File: config.mk
export PLATFORM = sky130hd
export DESIGN_NAME = ula_sequencial
export DESIGN_NICKNAME = d
export VERILOG_FILES = /design/src/rtl/ula_sequencial.sv
export SDC_FILE = /design/constraint.sdc
export NUM_CORES = 1
export LEC_CHECK = 0
export CAP_MARGIN = 20
export CORE_MARGIN = 3
export CORE_UTILIZATION = 55
export CTS_CLUSTER_DIAMETER = 40
export CTS_CLUSTER_SIZE = 25
export DETAILED_ROUTE_END_ITERATION = 10
export GPL_TIMING_DRIVEN = 0
export PLACE_DENSITY = 0.88
export SLEW_MARGIN = 20
export SYNTH_ARGS = -nofsm -noshare
export SYNTH_HDL_FRONTEND = slang
export SYNTH_SLANG_ARGS = --single-unit
File: constraint.sdc
create_clock -name clk -period 3.88 [get_ports clk]
set_input_delay 0.388 -clock clk [delete_from_list [all_inputs] [get_ports clk]]
set_output_delay 0.388 -clock clk [all_outputs]
set_load 0.005 [all_outputs]
File: src/rtl/ula_sequencial.sv
// Handshaked sequential ALU front-end: valid/ready command in, registered result/flags out.
// Define ULA_MUL_EN to build the iterative shift-add multiplier for ctrl=111.
module ula_sequencial #(
    parameter int WIDTH = 8
) (
    input  logic             clk,
    input  logic             rst_n,
    input  logic             in_valid,
    output logic             in_ready,
    input  logic [2:0]       ctrl,
    input  logic [WIDTH-1:0] scr0,
    input  logic [WIDTH-1:0] scr1,
    output logic             out_valid,
    input  logic             out_ready,
    output logic [WIDTH-1:0] result,
    output logic             carry,
    output logic             zero
);
    localparam int SHW = (WIDTH > 1) ? $clog2(WIDTH) : 1;

    typedef enum logic [1:0] {IDLE, EXEC, MUL, DONE} state_t;

    state_t           state;
    logic [2:0]       op;
    logic [WIDTH-1:0] a;
    logic [WIDTH-1:0] b;

    // Single-cycle datapath, driven only by the captured operands
    logic [SHW-1:0]   amt;
    logic [WIDTH:0]   sum;
    logic [WIDTH:0]   diff;
    logic [WIDTH:0]   shl;
    logic [WIDTH:0]   shr;
    logic [WIDTH-1:0] alu_res;
    logic             alu_c;

    assign amt  = b[SHW-1:0];
    assign sum  = {1'b0, a} + {1'b0, b};
    assign diff = {1'b0, a} - {1'b0, b};
    // The extra bit catches the last bit shifted out; it stays 0 for a zero shift
    assign shl  = {1'b0, a} << amt;
    assign shr  = {a, 1'b0} >> amt;

    always_comb begin
        alu_res = '0;
        alu_c   = 1'b0;
        case (op)
            3'b000: begin alu_res = sum[WIDTH-1:0];  alu_c = sum[WIDTH];  end
            3'b001: begin alu_res = diff[WIDTH-1:0]; alu_c = diff[WIDTH]; end
            3'b010: alu_res = a & b;
            3'b011: alu_res = a | b;
            3'b100: alu_res = a ^ b;
            3'b101: begin alu_res = shl[WIDTH-1:0];  alu_c = shl[WIDTH];  end
            3'b110: begin alu_res = shr[WIDTH:1];    alu_c = shr[0];      end
            default: begin alu_res = '0; alu_c = 1'b0; end
        endcase
    end

`ifdef ULA_MUL_EN
    // acc = {partial product, remaining multiplier bits}; one bit retired per cycle
    logic [2*WIDTH-1:0] acc;
    logic [SHW-1:0]     cnt;
    logic [WIDTH:0]     hi_sum;
    logic [2*WIDTH-1:0] acc_step;

    assign hi_sum   = {1'b0, acc[2*WIDTH-1:WIDTH]} + (acc[0] ? {1'b0, a} : '0);
    assign acc_step = {hi_sum, acc[WIDTH-1:1]};
`endif

    always_ff @(posedge clk or negedge rst_n) begin
        if (!rst_n) begin
            state     <= IDLE;
            op        <= '0;
            a         <= '0;
            b         <= '0;
            in_ready  <= 1'b1;
            out_valid <= 1'b0;
            result    <= '0;
            carry     <= 1'b0;
            zero      <= 1'b1;
`ifdef ULA_MUL_EN
            acc       <= '0;
            cnt       <= '0;
`endif
        end else begin
            case (state)
                IDLE: begin
                    if (in_valid) begin
                        op       <= ctrl;
                        a        <= scr0;
                        b        <= scr1;
                        in_ready <= 1'b0;
                        state    <= EXEC;
`ifdef ULA_MUL_EN
                        if (ctrl == 3'b111) begin
                            acc   <= {{WIDTH{1'b0}}, scr1};
                            cnt   <= SHW'(WIDTH - 1);
                            state <= MUL;
                        end
`endif
                    end
                end
                EXEC: begin
                    result    <= alu_res;
                    carry     <= alu_c;
                    zero      <= (alu_res == '0);
                    out_valid <= 1'b1;
                    state     <= DONE;
                end
                MUL: begin
`ifdef ULA_MUL_EN
                    acc <= acc_step;
                    cnt <= cnt - 1'b1;
                    if (cnt == '0) begin
                        result    <= acc_step[WIDTH-1:0];
                        carry     <= |acc_step[2*WIDTH-1:WIDTH];
                        zero      <= (acc_step[WIDTH-1:0] == '0);
                        out_valid <= 1'b1;
                        state     <= DONE;
                    end
`else
                    state <= IDLE;
                    in_ready <= 1'b1;
`endif
                end
                DONE: begin
                    if (out_ready) begin
                        out_valid <= 1'b0;
                        in_ready  <= 1'b1;
                        state     <= IDLE;
                    end
                end
                default: begin
                    state    <= IDLE;
                    in_ready <= 1'b1;
                end
            endcase
        end
    end
endmodule
* After elaboration in Yosys (flattened, before gate mapping)
Cells that the tools add are included.
** Storage, ports and cells
- Register bits :: 33
- Input port bits :: 23
** Operators by class
- Shift-type cells :: 2
- Eq/ne operators :: 11
- Add/sub/neg operators :: 2
- Muxes and demuxes :: 10
- Bitwise logic cells :: 3
- Reduce and logical (&&, ||, !) cells :: 9
** Operators with widths (number)
- $pmux W8 S7 :: 1
- $add A8 B8 Y9 :: 1
- $eq A3 B3 Y1 const B :: 3
- $shl A8 B3 Y9 :: 1
- $shr A9 B3 Y9 :: 1
- $sub A8 B8 Y9 :: 1
- $and A8 B8 Y8 :: 1
- $logic_not A8 Y1 :: 1
- $or A8 B8 Y8 :: 1
- $pmux W2 S4 :: 1
- $xor A8 B8 Y8 :: 1
- $eq A3 B2 Y1 const B :: 2
- $reduce_and A2 Y1 :: 3
- $eq A2 B2 Y1 const B :: 2
- $mux W2 :: 2
- $ne A2 B2 Y1 const B :: 2
- $pmux W1 S4 :: 1
- $eq A3 B1 Y1 const B :: 1
- $logic_not A3 Y1 :: 1
- $mux W1 :: 3
- $pmux W1 S3 :: 1
- $reduce_and A3 Y1 :: 1
- $reduce_bool A3 Y1 :: 1
- $eq A2 B1 Y1 const B :: 1
- other kinds (3) :: 3

* Logic depth before layout (Yosys ltp)
Gate-level depths: netlist of run 1.
- Depth after elaboration :: 3
- Depth in mapped cells :: 12
- Gate-level depth less buffers :: 11

* Least setup slack after synthesis of run 1
Ideal clock, no wire load.
- Path kind :: reg-to-reg
- Start :: register b[1]
- End :: register zero
- Arrival time :: 2.666 ns
- Required time :: 3.819 ns
- Setup slack :: 1.153 ns
- Period minus slack after synthesis :: 2.727 ns
- Cell stages (with the launch flop) :: 13
- Library setup time :: 0.061 ns
- Path through :: dfrtp_1 -> buf_6 -> clkbuf_4 -> buf_2 -> inv_1 -> fa_1 -> xnor2_1 -> o211ai_1 -> a21oi_1 -> a2111o_1 -> nor3_1 -> and4_1 -> a32o_2
** On the way
- Word-level cells in the longest chain between the ends :: 3
- Elaborated cells between the ends (all ways) :: 9
- Classes of those cells :: add/sub (2); shift (2); mux (1); bitwise (3); reduce/logical (1)
** RTL lines
- start: declaration :: RTL line 26 : logic [WIDTH-1:0] b;
- start signal: assignment :: RTL line 91 : b <= scr1;
- $sub A8 B8 Y9 (tied with other cells) :: RTL line 39 : assign diff = {1'b0, a} - {1'b0, b};
- $pmux W8 S7 (*) :: RTL line 47 : case (op)
- $logic_not A8 Y1 (*) :: RTL line 106 : zero <= (alu_res == '0);
- end signal: assignment :: RTL line 106
- end: declaration :: RTL line 17 : output logic zero
Every way passes the cells marked *; elsewhere a longest branch is shown, timed or not.
A chain may end at the register's enable or synchronous reset.

* Worst setup path after layout of run 1
Ends and elaborated chain as after synthesis.

==> results of run 1 <==
## critical path: stages (launching register included)
cell,delay (ns)
dfrtp_1,0.36
buf_6,0.14
clkbuf_4,0.20
buf_2,0.26
inv_1,0.23
ha_1,0.38
o21bai_1,0.13
a2111oi_0,0.58
nor2_1,0.08
o21ai_1,0.24
a21oi_1,0.11
o211a_1,0.26
a32o_2,0.27
## cell type report
| class | count | area [um2] | share of cell area [%] |
|---|---|---|---|
| buffer | 22 | 160 | 4.50 |
| clock buffer | 7 | 86.3 | 2.43 |
| clock inverter | 1 | 30.0 | 0.844 |
| inverter | 27 | 101 | 2.85 |
| multi-input combinational | 270 | 1930 | 54.2 |
| sequential | 33 | 828 | 23.3 |
| tap | 70 | 87.6 | 2.46 |
| timing repair buffer | 34 | 335 | 9.42 |
## kinds of logic after synthesis
family                     Yosys count  share of synthesized area (%)
and+or+nand+nor                    103                           16.7
adders and majority gates           27                           11.7
muxes                               22                           9.32
buffers and inverters               49                           8.66
xor gates and xnor gates             6                           1.74
DFF                                 33                           27.4
AOI/OAI and AO/OA                  112                           24.5
## power groups by stage
stage / Sequential [mW] / Clock, mW / Combinational, mW
floorplan: 0.664 / 0 / 1.78
global placement: 0.713 / 0 / 2.41
detailed placement: 0.721 / 0 / 2.45
CTS: 0.714 / 0.340 / 2.47
global route: 0.745 / 0.360 / 2.76
finish: 0.725 / 0.336 / 2.54
## registers in the layout, indices dropped and copies added, names as in the netlist
name / cells
a: 8
b: 8
result: 8
op: 3
state: 2
carry: 1
in_ready: 1
out_valid: 1
zero: 1
## Yosys cell counts (all sizes together) (3+ instances only)
master / n / area [um2]
mux2i: 12 / 120
mux2: 6 / 67.6
clkbuf: 10 / 81.3
nand3: 5 / 30.0
dfrtp: 31 / 776
o21bai: 3 / 22.5
inv: 27 / 101
nor4: 3 / 18.8
buf: 12 / 78.8
o21ai: 38 / 190
nor2b: 8 / 52.6
nor2: 20 / 77.6
mux4: 4 / 93.8
and3: 4 / 27.5
nand2: 41 / 154
nand2b: 9 / 56.3
ha: 25 / 313
a22oi: 8 / 60.1
a21oi: 20 / 100
o22ai: 4 / 25.0
a211oi: 6 / 45.0
nor3: 4 / 20.0
xor2: 4 / 35.0
## worst paths after layout
| kind | from | endpoint | slack, ns | depth (start not counted) |
|---|---|---|---|---|
| max reg2reg | b[1]$_DFFE_PN0P_ | zero$_DFFE_PN1P_ | 0.55 | 12 |
| min reg2reg | out_valid$_DFFE_PN0P_ | out_valid$_DFFE_PN0P_ | 0.48 | 2 |
| max | b[1]$_DFFE_PN0P_ | zero$_DFFE_PN1P_ | 0.55 | 12 |
| min | rst_n | result[0]$_DFFE_PN0P_ | 0.15 | 1 |
| max in group asynchronous | rst_n | a[2]$_DFFE_PN0P_ | 3.25 | 1 |
| min in group clk | out_valid$_DFFE_PN0P_ | out_valid$_DFFE_PN0P_ | 0.48 | 2 |
## routing by layer
layer  vias to the layer above  global-route usage [%]  part of all wire (%)
met5                         -                       0                     0
met3                        22                    5.94                   9.4
met1                      1380                    40.3                    42
met4                         0                    7.09                   1.9
li1                       1344                       -                     -
met2                       175                    45.2                    47
==> results by group, run 1 <==
Layout
  • Post-layout util: around two thirds
  • Most common library cell in the layout ignoring fill and taps: nand2_1
  • Area of all placed cells without fillers: 0.00356 mm2
  • Leading cell types in the layout, fill and taps excluded: nand2_1 (41), o21ai_0 (33), clkdlybuf4s50_1 (33)
  • Final-stage net count: 443
  • Final non-filler cell total: between 400 and 500
  • Fraction of final layout cells sized beyond drive strength 1: between 10% and 20%
  • Ant diodes: 0
  • Layout overhead on the synthesized area: 17.9%
  • Fillers: 436

Pwr
  • Static Leak: approximately 1.5 nW
  • Total power divided by cell area: 1010 mW/mm2
  • Clk pwr share: 9.3%
  • Reported net switching power: 1.80 mW
  • Switching share of power: 50.1%
  • Share of total power in combinational logic: 70.5%
  • Sequential Power Share: approximately a fifth
  • Internal power component: roughly 1.8 mW
  • Total power: 3.60 mW
  • Peak supply drop: about 0.45 mV

Clocking
  • Number of instances resized during post-cts repair: 0
  • Hold buffers post-CTS: 0
  • Number of H-tree branching levels: 2
  • Maximum buffer depth of the clock tree: 2
  • Number of CTS-inserted buffers: 5
  • Buffer count from post-CTS setup fixing: 0
  • Sink count of the clock tree: 33
  • CTS tree: built
  • Clock latency at the later pin of the worst-skew pair: 0.29 ns
  • Clock slew seen by the registers of the worst setup and hold paths: 0.07 ns
  • CTS Root Buffer Type: clkbuf_8

Drt
  • Wire per inst: 18.9 um
  • Final ANT Viol Nets: 0
  • Routed wire length: 8.78 mm
  • DR iter-0 viols: about 330
  • Via-to-Cell Ratio: 6.30
  • Total via count in the routed design: 2921
  • Initial DRT Pass Iterations: 6
  • DRC errors left: 0

Floorplanning
  • X dimension of the die: between 80 and 90 um
  • Number of top-level design ports: 35
  • Die height: 80.1 um
  • Starting density of the core: around 58%
  • Number of core rows: 26
  • Core Area: 0.00520 mm2
  • Die area: ~0.0064 mm2

Timing
  • Highest clock rate: ~300 MHz
  • Count of final max-slew check failures: 0
  • Worst-margin pin slew: around 0.73 ns
  • Shortest period the worst path allows: 3.33 ns
  • Slew Limit Headroom: 51.4%
  • Worst Hold Margin: 0.152 ns
  • Count of final setup violators: 0
  • Unrepaired setup endpoints after global routing: false
  • Final Cycle Share: roughly 86%
  • Setup TNS after final layout: 0 ns
  • Smallest setup slack after layout: between 0.5 and 0.6 ns
  • Clock Skews: roughly 0.0047 ns
  • Count of endpoints failing hold in the final timing report: 0

Placed design
  • Placed wire-length estimate after detailed placement: approximately 6.7 mm
  • Instance count after placement with tap cells included: about 460
  • Number of buffer cells added on primary ports: 34
  • Placer Congestion: 1.02
  • Post-Place Setup Slack: 0.627 ns
  • Cell area reported after detailed placement: 0.00344 mm2

Synthesis
  • Yosys cell types: just over 70
  • Syn_nets: 402
  • Async SR Flop Fraction: 100%
  • Register area share after synthesis: 27.4%
  • Count of flip-flops with a built-in enable after synthesis: 0
  • Predominant post-synthesis flop cell: dfrtp_1
  • Synth Warn #: 0
  • Mean instance size in the synthesized netlist: 8.58 um2
  • Post-synthesis register bit count: 33
  • Mapped Area: 0.00302 mm2
  • Number of cells produced by synthesis: 352

Global routing
  • GR Overflow Total: 0
  • Global-route wire length before repair: 14.1 mm
  • Global Route Usage Sum: 28.7%
  • Vias in the first global route: 2711
  • Antenna violations before repair: 0
  • Pin count of the biggest net entering global routing: 34

Run
  • Number of max-cap violations: 0

Worst setup path
  • Critical path start-end classification: reg2reg
  • Critical Path Fanout Max: 10
  • Arrival @ worst endpoint: 3.55 ns
  • Kind of launch point of the worst setup path: register
  • Endpoint class of the critical path: register
  • Critical Path RT: 4.10 ns

Outcome
  • Result of the run: completed

Min path
  • Worst min-delay path category: in2async
Note: power is estimated with default switching activity, not from simulation.
==> run 2, diff against run 1 <==
- CORE_MARGIN: 3 -> not set
- PLACE_DENSITY: 0.88 -> 0.84
==> results by group, run 2 (synthesized netlist as in run 1, its figures left out) <==
Layout
  • Post-layout util: 67.8% (-0.58 points)
  • Layout overhead on the synthesized area: 16.9%
  • Most common library cell in the layout ignoring fill and taps: nand2_1
  • Fraction of final layout cells sized beyond drive strength 1: 12.7% (+0.25 points)
  • Leading cell types in the layout, fill and taps excluded: nand2_1 (41), o21ai_0 (33), clkdlybuf4s50_1 (33)
  • Largest registers ranked by flip-flop count: a: 8 flops, b: 8 flops, result: 8 flops
  • Final-stage net count: 443 (unchanged)
  • Ant diodes: 0 (unchanged)

Timing
  • Highest clock rate: 305 MHz (+1.5%)
  • Count of endpoints failing hold in the final timing report: 0 (unchanged)
  • Count of final setup violators: 0 (unchanged)
  • Setup TNS after final layout: 0 ns (unchanged)
  • Shortest period the worst path allows: 3.28 ns (-0.0495 ns)
  • Clock Skews: 0.00969 ns (+0.00500 ns)
  • Unrepaired setup endpoints after global routing: false
  • Worst-margin pin slew: 0.763 ns (+0.0332 ns)
  • Final Cycle Share: 84.4% (-1.3 points)
  • Count of final max-slew check failures: 0 (unchanged)
  • Slew Limit Headroom: 49.1% (-2.2 points)

Worst setup path
  • Critical Path RT: 4.11 ns (about the same)
  • Critical Path Fanout Max: 10 (unchanged)
  • Endpoint class of the critical path: register
  • Critical path start-end classification: reg2reg
  • Critical register-to-register path endpoint: zero$_DFFE_PN1P_
  • Arrival @ worst endpoint: 3.50 ns (-0.05 ns)
  • Crit path max-delay cell type: a2111oi_0
  • Reg-to-reg slack, setup: 0.60 ns (+0.05 ns)
  • Max incr delay on CP: 0.53 ns (-0.05 ns)
  • Worst reg2reg path startpoint: b[1]$_DFFE_PN0P_
  • Kind of launch point of the worst setup path: register
  • Count of cells along the worst register-to-register path: 12 (unchanged)
  • Critical-path cell list: buf_6, clkbuf_4, buf_2, inv_1, ha_1, o21bai_1, a2111oi_0, nor2_1, o21ai_1, a21oi_1, o211a_1, a32o_2

Floorplanning
  • Number of core rows: 26 (unchanged)
  • Starting density of the core: 58.0% (unchanged)
  • Number of top-level design ports: 35 (unchanged)
  • Core Area: 0.00520 mm2 (unchanged)
  • X dimension of the die: 76.1 um (-5.0%)
  • Die height: 76.1 um (-5.0%)
  • Die area: 0.00579 mm2 (-9.7%)

Drt
  • Total via count in the routed design: 2935 (+0.48%)
  • Initial DRT Pass Iterations: 5 (-1)
  • DR iter-0 viols: 312 (-4.3%)
  • DRC errors left: 0 (unchanged)
  • Final ANT Viol Nets: 0 (unchanged)
  • Routed wire length: 8.88 mm (+1.1%)
  • Via-to-Cell Ratio: 6.33 (+0.48%)
  • Wire per inst: 19.1 um (+1.1%)

Clocking
  • CTS Root Buffer Type: clkbuf_8
  • Number of H-tree branching levels: 2 (unchanged)
  • Hold buffers post-CTS: 0 (unchanged)
  • Clock slew seen by the registers of the worst setup and hold paths: 0.08 ns (about the same)
  • Sink count of the clock tree: 33 (unchanged)
  • Number of instances resized during post-cts repair: 0 (unchanged)
  • Clock latency at the later pin of the worst-skew pair: 0.30 ns (about the same)
  • Maximum buffer depth of the clock tree: 2 (unchanged)
  • Number of CTS-inserted buffers: 5 (unchanged)
  • CTS tree: built
  • Buffer count from post-CTS setup fixing: 0 (unchanged)

Global routing
  • Global Route Usage Sum: 32.2% (+3.5 points)
  • GR Overflow Total: 0 (unchanged)
  • Antenna violations before repair: 0 (unchanged)
  • Pin count of the biggest net entering global routing: 34 (unchanged)
  • Vias in the first global route: 2878 (+6.2%)
  • Global-route wire length before repair: 14.5 mm (+2.8%)

Placed design
  • Placer Congestion: 0.945 (-7.5%)
  • Placed wire-length estimate after detailed placement: 6.77 mm (+1.4%)
  • Number of buffer cells added on primary ports: 34 (unchanged)

Run
  • Number of max-cap violations: 0 (unchanged)

Pwr
  • Peak supply drop: 0.493 mV (+9.1%)
  • Static Leak: 1.50 nW (-0.96%)
  • Total power divided by cell area: 996 mW/mm2 (-1.5%)

Min path
  • Worst min-delay path category: in2async

Outcome
  • Result of the run: completed
run 2: metrics by stage:
stage | setup WS (ns) | instances | hold WS, ns | power [mW] | instance area, um2
floorplan | 1.15 | 352 | 0.0924 | 2.44 | 3020
global placement | 0.692 | 456 | 0.462 | 3.11 | 3450
detailed placement | 0.687 | 456 | 0.466 | 3.18 | 3440
CTS | 0.668 | 464 | 0.167 | 3.45 | 3530
global route | 0.490 | 464 | 0.219 | 3.79 | 3530
finish | 0.604 | 464 | 0.153 | 3.52 | 3530
run 2: final cells by class:
cell class                      count  area, um2
Tap cell                           70       87.6
Multi-Input combinational cell    270       1930
Timing Repair Buffer               34        335
Clock inverter                      3       17.5
Sequential cell                    33        828
Buffer                             22        160
Inverter                           27        101
Clock buffer                        5       68.8
Fill cell                         444       1680
run 2: worst max-delay path by stage:
stage                     start                to  slack, ns  cells after the start
2_1_floorplan  b[1]$_DFFE_PN0P_  zero$_DFFE_PN1P_       1.15                     12
3_3_place_gp   b[1]$_DFFE_PN0P_  zero$_DFFE_PN1P_       0.69                     12
3_5_place_dp   b[1]$_DFFE_PN0P_  zero$_DFFE_PN1P_       0.69                     12
4_1_cts        b[1]$_DFFE_PN0P_  zero$_DFFE_PN1P_       0.67                     12
5_1_grt        b[1]$_DFFE_PN0P_  zero$_DFFE_PN1P_       0.49                     12
6_report       b[1]$_DFFE_PN0P_  zero$_DFFE_PN1P_       0.60                     12
run 2: per-layer routing:
metal | GRT usage, % | vias up | share of wire (%)
met3 | 7.78 | 29 | 9.7
met4 | 13.1 | 0 | 3.1
met2 | 50.3 | 164 | 45
met5 | 0 | - | 0
li1 | - | 1343 | -
met1 | 42.8 | 1399 | 42
run 2: report_power, final:
part | switching, mW | leakage (nW) | internal [mW]
Clock | 0.140 | 0.0439 | 0.124
Sequential | 0.215 | 0.401 | 0.515
Combinational | 1.45 | 1.05 | 1.07
run 2: critical path: cells and delay by family (launching register included):
kind	cells	cell delay, ns
flip-flops	1	0.37
adder cells (fa/ha/maj)	1	0.38
AO/OA/AOI/OAI	6	1.50
AND/OR/NAND/NOR	1	0.11
buffers and inverters	4	0.84
